==> src/rtl/qdi_pkg.sv <==
// Shared definitions for the clocked QDI two-way arbiter.
//   state_e        : arbiter FSM states
//   NUM_CH         : number of request channels
//   DR_*           : dual-rail grant encodings (Rx[0] = channel 0, Rx[1] = channel 1)
//   dr_encode()    : maps a winning channel index to its dual-rail grant code
package qdi_pkg;

  localparam int NUM_CH = 2;

  localparam logic [1:0] DR_NULL = 2'b00;
  localparam logic [1:0] DR_0    = 2'b01;
  localparam logic [1:0] DR_1    = 2'b10;

  typedef enum logic [1:0] {
    IDLE    = 2'd0,
    GRANT   = 2'd1,
    ACK     = 2'd2,
    RELEASE = 2'd3
  } state_e;

  function automatic logic [1:0] dr_encode(input logic ch);
    return ch ? DR_1 : DR_0;
  endfunction

endpackage

==> src/rtl/qdi_input_sync.sv <==
// Synchronizer chain for one asynchronous handshake input.
//   clk   : sampling clock
//   srst  : synchronous active-high reset, clears every stage to 0
//   d_i   : asynchronous input
//   q_o   : synchronized output, STAGES cycles behind d_i
// With STAGES = 0 the input is already synchronous and passes straight through.
module qdi_input_sync #(
  parameter int STAGES = 2
) (
  input  logic clk,
  input  logic srst,
  input  logic d_i,
  output logic q_o
);

  if (STAGES == 0) begin : g_bypass
    assign q_o = d_i;
  end else begin : g_chain
    logic [STAGES-1:0] chain_q;

    always_ff @(posedge clk) begin
      if (srst) begin
        chain_q <= '0;
      end else begin
        chain_q[0] <= d_i;
        for (int i = 1; i < STAGES; i++) begin
          chain_q[i] <= chain_q[i-1];
        end
      end
    end

    assign q_o = chain_q[STAGES-1];
  end

endmodule

==> src/rtl/qdi_sync_arbiter.sv <==
// Clocked two-way arbiter standing in for an asynchronous QDI arbiter.
// Responder on two 1-of-1 request channels, initiator on a 1-of-2 dual-rail
// grant channel; every accepted request token yields one grant token.
//   CLK         : sole clock
//   RESET       : synchronous active-high reset
//   Tx[1:0]     : 1-of-1 request rails (async)
//   Txe[1:0]    : request-side enables, falling edge acknowledges a token
//   Rx[1:0]     : dual-rail grant, Rx[k]=1 means channel k won; never 2'b11
//   Rxe         : grant-side enable from the receiver (async)
//   GRANT_CNT0/1: per-channel grant counters, wrap modulo 2^CNT_W
//   PROTO_ERR   : sticky request-side protocol violation flag
module qdi_sync_arbiter
  import qdi_pkg::*;
#(
  parameter int SYNC_STAGES = 2,
  parameter int CNT_W       = 16
) (
  input  logic             CLK,
  input  logic             RESET,
  input  logic [1:0]       Tx,
  output logic [1:0]       Txe,
  output logic [1:0]       Rx,
  input  logic             Rxe,
  output logic [CNT_W-1:0] GRANT_CNT0,
  output logic [CNT_W-1:0] GRANT_CNT1,
  output logic             PROTO_ERR
);

  logic [NUM_CH-1:0] tx_s;
  logic              rxe_s;

  for (genvar gi = 0; gi < NUM_CH; gi++) begin : g_tx_sync
    qdi_input_sync #(.STAGES(SYNC_STAGES)) u_sync (
      .clk  (CLK),
      .srst (RESET),
      .d_i  (Tx[gi]),
      .q_o  (tx_s[gi])
    );
  end

  qdi_input_sync #(.STAGES(SYNC_STAGES)) u_rxe_sync (
    .clk  (CLK),
    .srst (RESET),
    .d_i  (Rxe),
    .q_o  (rxe_s)
  );

  state_e            state_q, state_d;
  logic              w_q, w_d;        // winner of the grant in flight
  logic              last_q, last_d;  // most recent winner, for tie-breaks
  logic [1:0]        rx_q, rx_d;
  logic [NUM_CH-1:0] txe_q, txe_d;
  logic [CNT_W-1:0]  cnt_q [NUM_CH];
  logic [CNT_W-1:0]  cnt_d [NUM_CH];
  logic              err_q, err_d;
  logic [NUM_CH-1:0] tx_prev_q;       // synchronized Tx one cycle ago
  logic              pick;

  // Lone requester wins; on a tie the channel that did not win last time wins.
  assign pick = (tx_s == 2'b11) ? ~last_q : tx_s[1];

  always_comb begin
    state_d = state_q;
    w_d     = w_q;
    last_d  = last_q;
    rx_d    = rx_q;
    txe_d   = txe_q;
    cnt_d   = cnt_q;
    err_d   = err_q;

    case (state_q)
      IDLE: begin
        if (rxe_s && (|tx_s)) begin
          rx_d    = dr_encode(pick);
          w_d     = pick;
          last_d  = pick;
          state_d = GRANT;
        end
      end
      GRANT: begin
        if (!rxe_s) begin
          txe_d[w_q] = 1'b0;
          cnt_d[w_q] = cnt_q[w_q] + CNT_W'(1);
          state_d    = ACK;
        end
      end
      ACK: begin
        if (!tx_s[w_q]) begin
          rx_d    = DR_NULL;
          state_d = RELEASE;
        end
      end
      RELEASE: begin
        if (rxe_s) begin
          txe_d[w_q] = 1'b1;
          state_d    = IDLE;
        end
      end
      default: state_d = IDLE;
    endcase

    // A token may only be withdrawn after its Txe has fallen. The winner's Txe
    // stays high through GRANT, so the generic term also covers a winner
    // dropping early; the explicit GRANT term catches it even on the first
    // GRANT cycle.
    if ((state_q == GRANT && !tx_s[w_q]) || (|(txe_q & tx_prev_q & ~tx_s))) begin
      err_d = 1'b1;
    end
  end

  always_ff @(posedge CLK) begin
    if (RESET) begin
      state_q   <= IDLE;
      w_q       <= 1'b0;
      last_q    <= 1'b1;
      rx_q      <= DR_NULL;
      txe_q     <= '1;
      cnt_q     <= '{default: '0};
      err_q     <= 1'b0;
      tx_prev_q <= '0;
    end else begin
      state_q   <= state_d;
      w_q       <= w_d;
      last_q    <= last_d;
      rx_q      <= rx_d;
      txe_q     <= txe_d;
      cnt_q     <= cnt_d;
      err_q     <= err_d;
      tx_prev_q <= tx_s;
    end
  end

  assign Txe        = txe_q;
  assign Rx         = rx_q;
  assign GRANT_CNT0 = cnt_q[0];
  assign GRANT_CNT1 = cnt_q[1];
  assign PROTO_ERR  = err_q;

endmodule

==> config.mk <==
export PLATFORM = sky130hd
export DESIGN_NAME = qdi_sync_arbiter
export DESIGN_NICKNAME = d
export VERILOG_FILES = /design/src/rtl/qdi_pkg.sv /design/src/rtl/qdi_input_sync.sv /design/src/rtl/qdi_sync_arbiter.sv
export SDC_FILE = /design/constraint.sdc
export NUM_CORES = 1
export LEC_CHECK = 0
export CORE_AREA = 2 2 71 73
export CTS_CLUSTER_DIAMETER = 200
export DETAILED_ROUTE_END_ITERATION = 8
export DIE_AREA = 0 0 73 75
export GPL_TIMING_DRIVEN = 0
export MAX_ROUTING_LAYER = met4
export PLACE_DENSITY = 0.87
export RECOVER_POWER = 100
export SLEW_MARGIN = 10
export SYNTH_ARGS = -nofsm -noshare
export SYNTH_HDL_FRONTEND = slang
export SYNTH_SLANG_ARGS = --single-unit
==> constraint.sdc <==
create_clock -name CLK -period 3.17 [get_ports CLK]
set_clock_uncertainty 0.1 [all_clocks]
set_input_delay 0.634 -clock CLK [delete_from_list [all_inputs] [get_ports CLK]]
set_output_delay 0.634 -clock CLK [all_outputs]
set_load 0.02 [all_outputs]
==> out/results.tsv, run 1 <==
metric	value	unit
cts_tree	done	
finalPower	1.45	mW
worst_slew_pin_slew	0.718	ns
root_buffer	clkbuf_8	
critical_path.max_stage_delay	0.47	ns
detail-route-antenna-nets	0	
cts_resized	0	
grtUsageMet3	4.02	%
rsz0062_at_grt	no	
final-instance-count-excl-fill	358	
min_period	3.00	ns
finalHoldViolations	0	
slew_headroom	52.0	%
grt_max_degree	15	
syn2layout_area_growth	23.5	%
use_met1	25.7	%
crit_chain	buf_6 > buf_4 > buf_2 > mux2_2 > ha_1 > o211ai_1 > clkbuf_1 > nor4_1 > mux2_2	
cts_htree_levels	2	
cp_top_family	buffers and inverters	
fin_crit_sh	94.5	%
seq_area_frac_synth	41.9	%
clk_pin_slew	0.09	ns
n_fill_cell	405	
ys_types	47	
max-vdd-ir-drop	323	uV
drt_wl_total	5.51	mm
synth_edf_count	0	
hp-class	register to register	
crit_buf_inv	4	
core_region_area	4660	um2
holdBufCountCts	0	
synth.most_common_cell	dfxtp_1	
cts.sinks	49	
grt_pass1_wl	8.84	mm
setup_tns	0	ns
die_h	75	um
cts_max_path_buffers	2	
grt.overflow.total	0	
critPathKind	register to register	
first_pass_iters	4	
die_x	73	um
syn-num-nets	267	
die-area	5480	um2
cp_max_fo	10	
path_common_cell	mux2_2	
synth-async-reset-ratio	0	%
cts_setup_buffers	0	
worst_setup_path_start_kind	register	
synth_cells	256	
synth.area.top_cells	dfxtp_1 42%, mux2_2 5.3%, a21oi_1 4.7%, or4_1 3.5%, nor2b_1 3.5%	
drive_gt1_share	8.55	%
vias_per_cell	5.95	
end_kind	register	
share_seq_of_total_power	47.6	%
maxCapViolations	0	
critical_path_arrival	3.09	ns
avgSynthCellArea	9.15	um2
synth_area	2340	um2
wire_per_inst	15.4	um
ioPinCount	42	
vias	2129	
grt_util_all_layers	21.5	%
n_antenna_cell	0	
synthFlopType	dfxtp_1	
combinationalPowerShare	24.4	%
leakagePower	1.14	nW
cpMaxStageDelayCell	dfxtp_1	
slew_violations	0	
busiest_layer	met2	
gp_congestion	0.916	
place_inst	350	
place_hpwl	3.90	mm
use_met2	34.4	%
finalSetupViolCount	0	
crit_required	3.26	ns
first_global_vias	1950	
rows	25	
clk_latency	0.31	ns
initial_core_util	50.3	%
io_buffer_count	40	
p_int	1.00	mW
status	complete, no violations	
max_freq	334	MHz
yosys_warnings	0	
synth_top_area_share	41.9	%
drtIter0Drc	180	
ys_ff_latch	49	
numCtsBuffers	5	
synth_top_cell_by_area	dfxtp_1	
synth_common_cells	49 x dfxtp_1, 22 x a21oi_1, 21 x nor2_1, 13 x nor2b_1, 12 x o21ai_0	
grt_antenna_before_repair	0	
switching_share	30.7	%
p_per_area	501	nW/um2
drc_errors	0	
switching_power	0.445	mW
p_clk_share	28.0	%
nets	314	
stage by stage:
| stage | cell area [um2] | hold WS [ns] | setup WS (ns) | utilization, % |
|---|---|---|---|---|
| 4_1_cts | 2910 | 0.344 | 0.208 | 62.5 |
| 3_5_place_dp | 2810 | 0.323 | 0.309 | 60.3 |
| 5_1_grt | 2890 | 0.356 | 0.0454 | 62.1 |
| 2_1_floorplan | 2340 | 0.314 | 0.778 | - |
| 6_report | 2890 | 0.345 | 0.175 | 62.1 |
| 3_3_place_gp | 2810 | 0.317 | 0.373 | 60.3 |
final timing paths:
path,endpoint,startpoint,depth (start not counted),slack [ns]
hold / removal,g_tx_sync[1].u_sync.g_chain.chain_q[1],g_tx_sync[1].u_sync.g_chain.chain_q[0],1,0.34
setup reg to reg,GRANT_CNT1[6],w_q,9,0.17
hold reg to reg,g_tx_sync[1].u_sync.g_chain.chain_q[1],g_tx_sync[1].u_sync.g_chain.chain_q[0],1,0.34
setup / recovery,GRANT_CNT1[6],w_q,9,0.17
worst reg2reg max path, stage by stage (launching register included):
cell and delay (ns):
dfxtp_1 0.47, buf_6 0.20, buf_4 0.18, buf_2 0.25
mux2_2 0.36, ha_1 0.24, o211ai_1 0.29, clkbuf_1 0.40
nor4_1 0.11, mux2_2 0.28
layout make-up:
class	instances	area [um2]	area share (%)
Buffer	15	70.1	2.42
Clock buffer	7	96.3	3.33
Clock inverter	1	5.00	0.173
Inverter	6	22.5	0.779
Multi-Input combinational cell	186	1250	43.2
Sequential cell	49	981	33.9
Tap cell	54	67.6	2.34
Timing Repair Buffer	40	400	13.8
kinds of logic after synthesis:
family / synth area share, %
simple gates: 25.0
mux: 6.36
compound gates: 15.4
flops: 41.9
buf+inv: 4.43
fa+ha+maj: 3.21
xor+xnor: 3.74
routing by layer:
metal  up-vias  wire (um)
li1       1030          -
met5         -          0
met3        16        343
met4         0        138
met2        83       2640
met1      1000       2380
power by group through the flow:
stage,Combinational [mW],Clock (mW),Sequential (mW)
floorplan,0.223,0,0.733
global placement,0.352,0,0.707
detailed placement,0.364,0,0.706
CTS,0.367,0.409,0.692
global route,0.393,0.432,0.697
finish,0.353,0.406,0.690
sequential cells by signal, summed over array words and instances (netlist names), named ones only:
| signal | count |
|---|---|
| tx_prev_q | 2 |
| state_q | 2 |
| w_q | 1 |
| u_rxe_sync.g_chain.chain_q | 2 |
| g_tx_sync.u_sync.g_chain.chain_q | 4 |
| GRANT_CNT1 | 16 |
| last_q | 1 |
| PROTO_ERR | 1 |
| Rx | 2 |
| GRANT_CNT0 | 16 |
cells in the final DEF, fill, tap and decap left out, types with 2 or more instances in the layout:
master / netlist / routed
nand2_1: 7 / 7
mux2_2: 11 / 11
and4_1: 2 / 2
nor4b_1: 4 / 4
xor2_1: 6 / 6
or4_1: 11 / 12
and4b_1: 2 / 2
clkbuf_1: 7 / 11
buf_2: 5 / 2
clkbuf_8: 0 / 7
nand3_1: 7 / 7
a31oi_1: 6 / 6
xnor2_1: 4 / 4
clkdlybuf4s50_1: 0 / 3
and3b_1: 3 / 3
nand4_1: 4 / 4
a21oi_1: 22 / 22
or2_2: 2 / 2
and3_1: 7 / 7
dlygate4sd3_1: 0 / 37
o31ai_1: 10 / 10
nor2b_1: 13 / 13
or3_1: 6 / 6
o21ai_0: 12 / 12
ha_1: 6 / 6
nor2_1: 21 / 21
inv_1: 6 / 6
dfxtp_1: 49 / 49
Note: power is estimated with default switching activity, not from simulation.
==> run 2, diff against run 1 <==
- GPL_TIMING_DRIVEN: 0 -> not set
==> out/results.tsv, run 2 (same netlist as run 1, synthesis figures left out) <==
metric	value	unit	change
status	complete, no violations		
drt_wl_total	5.11	mm	-7.2%
p_per_area	495	nW/um2	-1.2%
first_global_vias	1846		-5.3%
finalPower	1.41	mW	-2.7%
core_region_area	4660	um2	unchanged
vias_per_cell	5.90		-0.85%
finalHoldViolations	0		unchanged
fin_crit_sh	78.3	%	-16 points
nets	304		-3.2%
leakagePower	1.12	nW	-2.0%
p_clk_share	25.8	%	-2.2 points
reg2reg_slack	0.69	ns	+0.51 ns
vias	2052		-3.6%
die_x	73	um	unchanged
cp-startpoint	state_q[1]		
timing.rr.end	GRANT_CNT1[11]		
grt_antenna_before_repair	0		unchanged
hp-class	register to register		
holdBufCountCts	0		unchanged
crit_required	3.31	ns	+0.05 ns
cts.sinks	49		unchanged
p_int	0.959	mW	-4.5%
critPathKind	register to register		
critical_path_arrival	2.62	ns	-0.47 ns
root_buffer	clkbuf_8		
slew_violations	0		unchanged
place_hpwl	3.63	mm	-6.9%
clk_pin_slew	0.09	ns	about the same
die_h	75	um	unchanged
worstHoldPathCells	1		unchanged
grt_pass1_wl	8.55	mm	-3.3%
cp_max_fo	11		+1
drive_gt1_share	8.50	%	-0.049 points
worst_slew_pin_slew	1.25	ns	+0.533 ns
grt_max_degree	31		+16
gp_congestion	0.856		-6.6%
switching_share	32.0	%	+1.3 points
final_common_cell	dfxtp_1		
grt_util_all_layers	20.8	%	-0.73 points
cts_max_path_buffers	2		unchanged
drtIter0Drc	164		-8.9%
cts_tree	done		
max_freq	403	MHz	+21%
seqCellArea	981	um2	unchanged
io_buffer_count	41		+2.5%
cts_resized	0		unchanged
n_antenna_cell	0		unchanged
clk_latency	0.30	ns	about the same
layout_common_cells	49 x dfxtp_1, 38 x dlygate4sd3_1, 22 x a21oi_1, 21 x nor2_1, 13 x nor2b_1		
reg2reg_from	state_q[1]		
rows	25		unchanged
maxCapViolations	0		unchanged
place_ws	0.716	ns	+0.407 ns
syn2layout_area_growth	21.6	%	
setup_tns	0	ns	unchanged
hold_ws	0.340	ns	-0.00463 ns
hp-start	g_tx_sync[1].u_sync.g_chain.chain_q[0]		
drc_errors	0		unchanged
n_fill_cell	390		-3.7%
cts_setup_buffers	0		unchanged
first_pass_iters	4		unchanged
die-area	5480	um2	unchanged
end_kind	register		
dpl_cell_area	2770	um2	-1.5%
share_seq_of_total_power	49.1	%	+1.5 points
grt.overflow.total	0		unchanged
slew_headroom	16.6	%	-35 points
setup_ws	0.686	ns	+0.512 ns
design_area	2850	um2	-1.6%
cts_htree_levels	2		unchanged
ioPinCount	42		unchanged
initial_core_util	50.3	%	unchanged
wire_per_inst	14.7	um	-4.5%
worstHoldEndpoint	g_tx_sync[1].u_sync.g_chain.chain_q[1]		
rsz0062_at_grt	no		
finalSetupViolCount	0		unchanged
numCtsBuffers	5		unchanged
max-vdd-ir-drop	373	uV	+15%
combinationalPowerShare	25.0	%	+0.6 points
worst_setup_path_start_kind	register		
reg2reg_depth	6		-3
switching_power	0.451	mW	+1.3%
detail-route-antenna-nets	0		unchanged
multi_input_area	1250	um2	+0.30%
min_period	2.48	ns	-0.512 ns
[run 2: worst max-delay path, stage by stage (launching register included)]
cell     delay (ns)
dfxtp_1        0.35
inv_1          0.12
ha_1           0.25
nor2b_1        0.41
nand4_1        0.43
or4_1          0.61
a21oi_1        0.15
[run 2: worst max path at each step]
stage	to	slack, ns	depth (start not counted)
floorplan	GRANT_CNT0[6]	0.78	9
detailed placement	GRANT_CNT1[15]	0.72	6
finish	GRANT_CNT1[11]	0.69	6
global placement	GRANT_CNT1[15]	0.86	6
global route	GRANT_CNT1[11]	0.48	6
CTS	GRANT_CNT1[15]	0.70	6
[run 2: power groups by stage]
stage / sequential, mW / combinational [mW] / clock, mW
finish: 0.693 / 0.353 / 0.365
global route: 0.699 / 0.392 / 0.396
CTS: 0.694 / 0.363 / 0.372
detailed placement: 0.708 / 0.360 / 0
global placement: 0.707 / 0.343 / 0
floorplan: 0.733 / 0.223 / 0
[run 2: final cells by class]
cell class,instances,area share [%]
clock buffers,5,2.42
flip-flops and latches,49,34.4
multi-input cells,186,44.0
well taps,54,2.37
inverters,6,0.791
repair buffers,45,15.3
clock inverters,3,0.615
[run 2: per-layer routing]
layer	vias up	global-route usage [%]	wire, um
met1	973	25.6	2350
met2	57	32.8	2440
li1	1013	-	-
met5	-	-	0
met3	9	4.95	239
met4	0	8.64	86
[run 2: per-stage QoR]
| stage | std cells | util (%) |
|---|---|---|
| floorplan | 256 | - |
| global placement | 340 | 59.4 |
| detailed placement | 340 | 59.4 |
| CTS | 348 | 61.3 |
| global route | 348 | 61.1 |
| finish | 348 | 61.1 |
==> run 3, diff against run 2 <==
- clock period: 3.17 -> 2.5 ns (I/O delays scaled with it)
==> out/results.tsv, run 3 (same netlist as run 1, synthesis figures left out) <==
metric	value	unit	change
status	complete, no violations		
grt.overflow.total	0		unchanged
die_x	73	um	unchanged
grt_pass1_wl	8.27	mm	-3.2%
root_buffer	clkbuf_8		
final_common_cell	dfxtp_1		
critPathKind	register to register		
cts_htree_levels	2		unchanged
grt_max_degree	34		+9.7%
rows	25		unchanged
grt_util_all_layers	19.8	%	-0.97 points
end_kind	register		
holdBufCountCts	0		unchanged
setup_tns	0	ns	unchanged
drc_errors	0		unchanged
finalSetupViolCount	0		unchanged
cpMaxStageDelayCell	or4_1		
setup_ws	0.204	ns	-0.482 ns
layout_common_cells	49 x dfxtp_1, 38 x dlygate4sd3_1, 22 x a21oi_1, 21 x nor2_1, 13 x nor2b_1		
finalHoldViolations	0		unchanged
clk_latency	0.29	ns	about the same
place_ws	0.219	ns	-0.497 ns
worstHoldPathCells	1		unchanged
multi_input_area	1250	um2	unchanged
seqCellArea	981	um2	unchanged
core_region_area	4660	um2	unchanged
cts_setup_buffers	0		unchanged
max-vdd-ir-drop	400	uV	+7.4%
max_freq	436	MHz	+8.2%
numCtsBuffers	5		unchanged
critical_path.max_stage_delay	0.50	ns	-0.11 ns
gp_congestion	0.912		+6.5%
crit_chain	inv_1 > ha_1 > nor2b_1 > buf_4 > nand3_1 > or4_1 > a21oi_1		
die-area	5480	um2	unchanged
min_period	2.30	ns	-0.188 ns
slew_violations	0		unchanged
first_pass_iters	4		unchanged
syn2layout_area_growth	21.8	%	
grt_antenna_before_repair	0		unchanged
n_fill_cell	413		+5.9%
vias	2041		-0.54%
die_h	75	um	unchanged
critical_path_arrival	2.42	ns	-0.20 ns
wire_per_inst	14.3	um	-2.5%
first_global_vias	1837		-0.49%
slew_headroom	41.4	%	+25 points
n_antenna_cell	0		unchanged
worst_slew_pin_slew	0.879	ns	-0.372 ns
finalPower	1.77	mW	+25%
hold_ws	0.340	ns	+0.000346 ns
cp_max_fo	6		-5
clk_pin_slew	0.08	ns	about the same
drtIter0Drc	155		-5.5%
detail-route-antenna-nets	0		unchanged
io_buffer_count	41		unchanged
rsz0062_at_grt	no		
p_per_area	620	nW/um2	+25%
hp-class	register to register		
fin_crit_sh	91.8	%	+13 points
maxCapViolations	0		unchanged
cts_resized	0		unchanged
cts_tree	done		
ioPinCount	42		unchanged
worst_setup_path_start_kind	register		
cts.sinks	49		unchanged
fin_util	61.2	%	+0.13 points
place_inst	343		+0.88%
drt_wl_total	5.00	mm	-2.2%
leakagePower	1.13	nW	+0.67%
design_area	2850	um2	+0.22%
cts_max_path_buffers	2		unchanged
crit_required	2.62	ns	-0.69 ns
dpl_cell_area	2790	um2	+0.81%
vias_per_cell	5.85		-0.82%
nets	307		+0.99%
final-instance-count-excl-fill	349		+0.29%
place_hpwl	3.74	mm	+3.1%
drive_gt1_share	8.47	%	-0.029 points
reg2reg_depth	7		+1
initial_core_util	50.3	%	unchanged
==> run 3: critical path, delay by kind of cell (launching register included) <==
| family | cells | cell delay [ns] |
|---|---|---|
| buffers and inverters | 2 | 0.30 |
| DFF | 1 | 0.34 |
| adders and majority gates | 1 | 0.26 |
| and+or+nand+nor | 3 | 1.02 |
| AOI/OAI and AO/OA | 1 | 0.19 |
==> run 3: final cells by class <==
class	instances	area share (%)
Sequential cell	49	34.4
Clock inverter	1	0.175
Clock buffer	5	2.41
Timing Repair Buffer	48	16.0
Multi-Input combinational cell	186	43.9
Tap cell	54	2.37
Inverter	6	0.789
==> run 3: power by group <==
group          total [mW]  internal (mW)  switching, mW
Clock               0.428          0.185          0.243
Sequential          0.878          0.834         0.0446
Combinational       0.462          0.205          0.258
Total                1.77           1.22          0.546
==> run 3: path summary, 6_finish.rpt <==
path	end	slack, ns	start
min reg2reg	g_tx_sync[1].u_sync.g_chain.chain_q[1]	0.34	g_tx_sync[1].u_sync.g_chain.chain_q[0]
min	g_tx_sync[1].u_sync.g_chain.chain_q[1]	0.34	g_tx_sync[1].u_sync.g_chain.chain_q[0]
max	GRANT_CNT1[10]	0.20	state_q[1]
max reg2reg	GRANT_CNT1[10]	0.20	state_q[1]
==> run 3: per-layer routing <==
| layer | vias up | share of wire, % | global-route usage, % |
|---|---|---|---|
| li1 | 1023 | - | - |
| met1 | 967 | 45 | 24.2 |
| met2 | 44 | 50 | 32.6 |
| met3 | 7 | 4.1 | 3.88 |
| met4 | 0 | 1.3 | 7.20 |
| met5 | - | 0 | - |
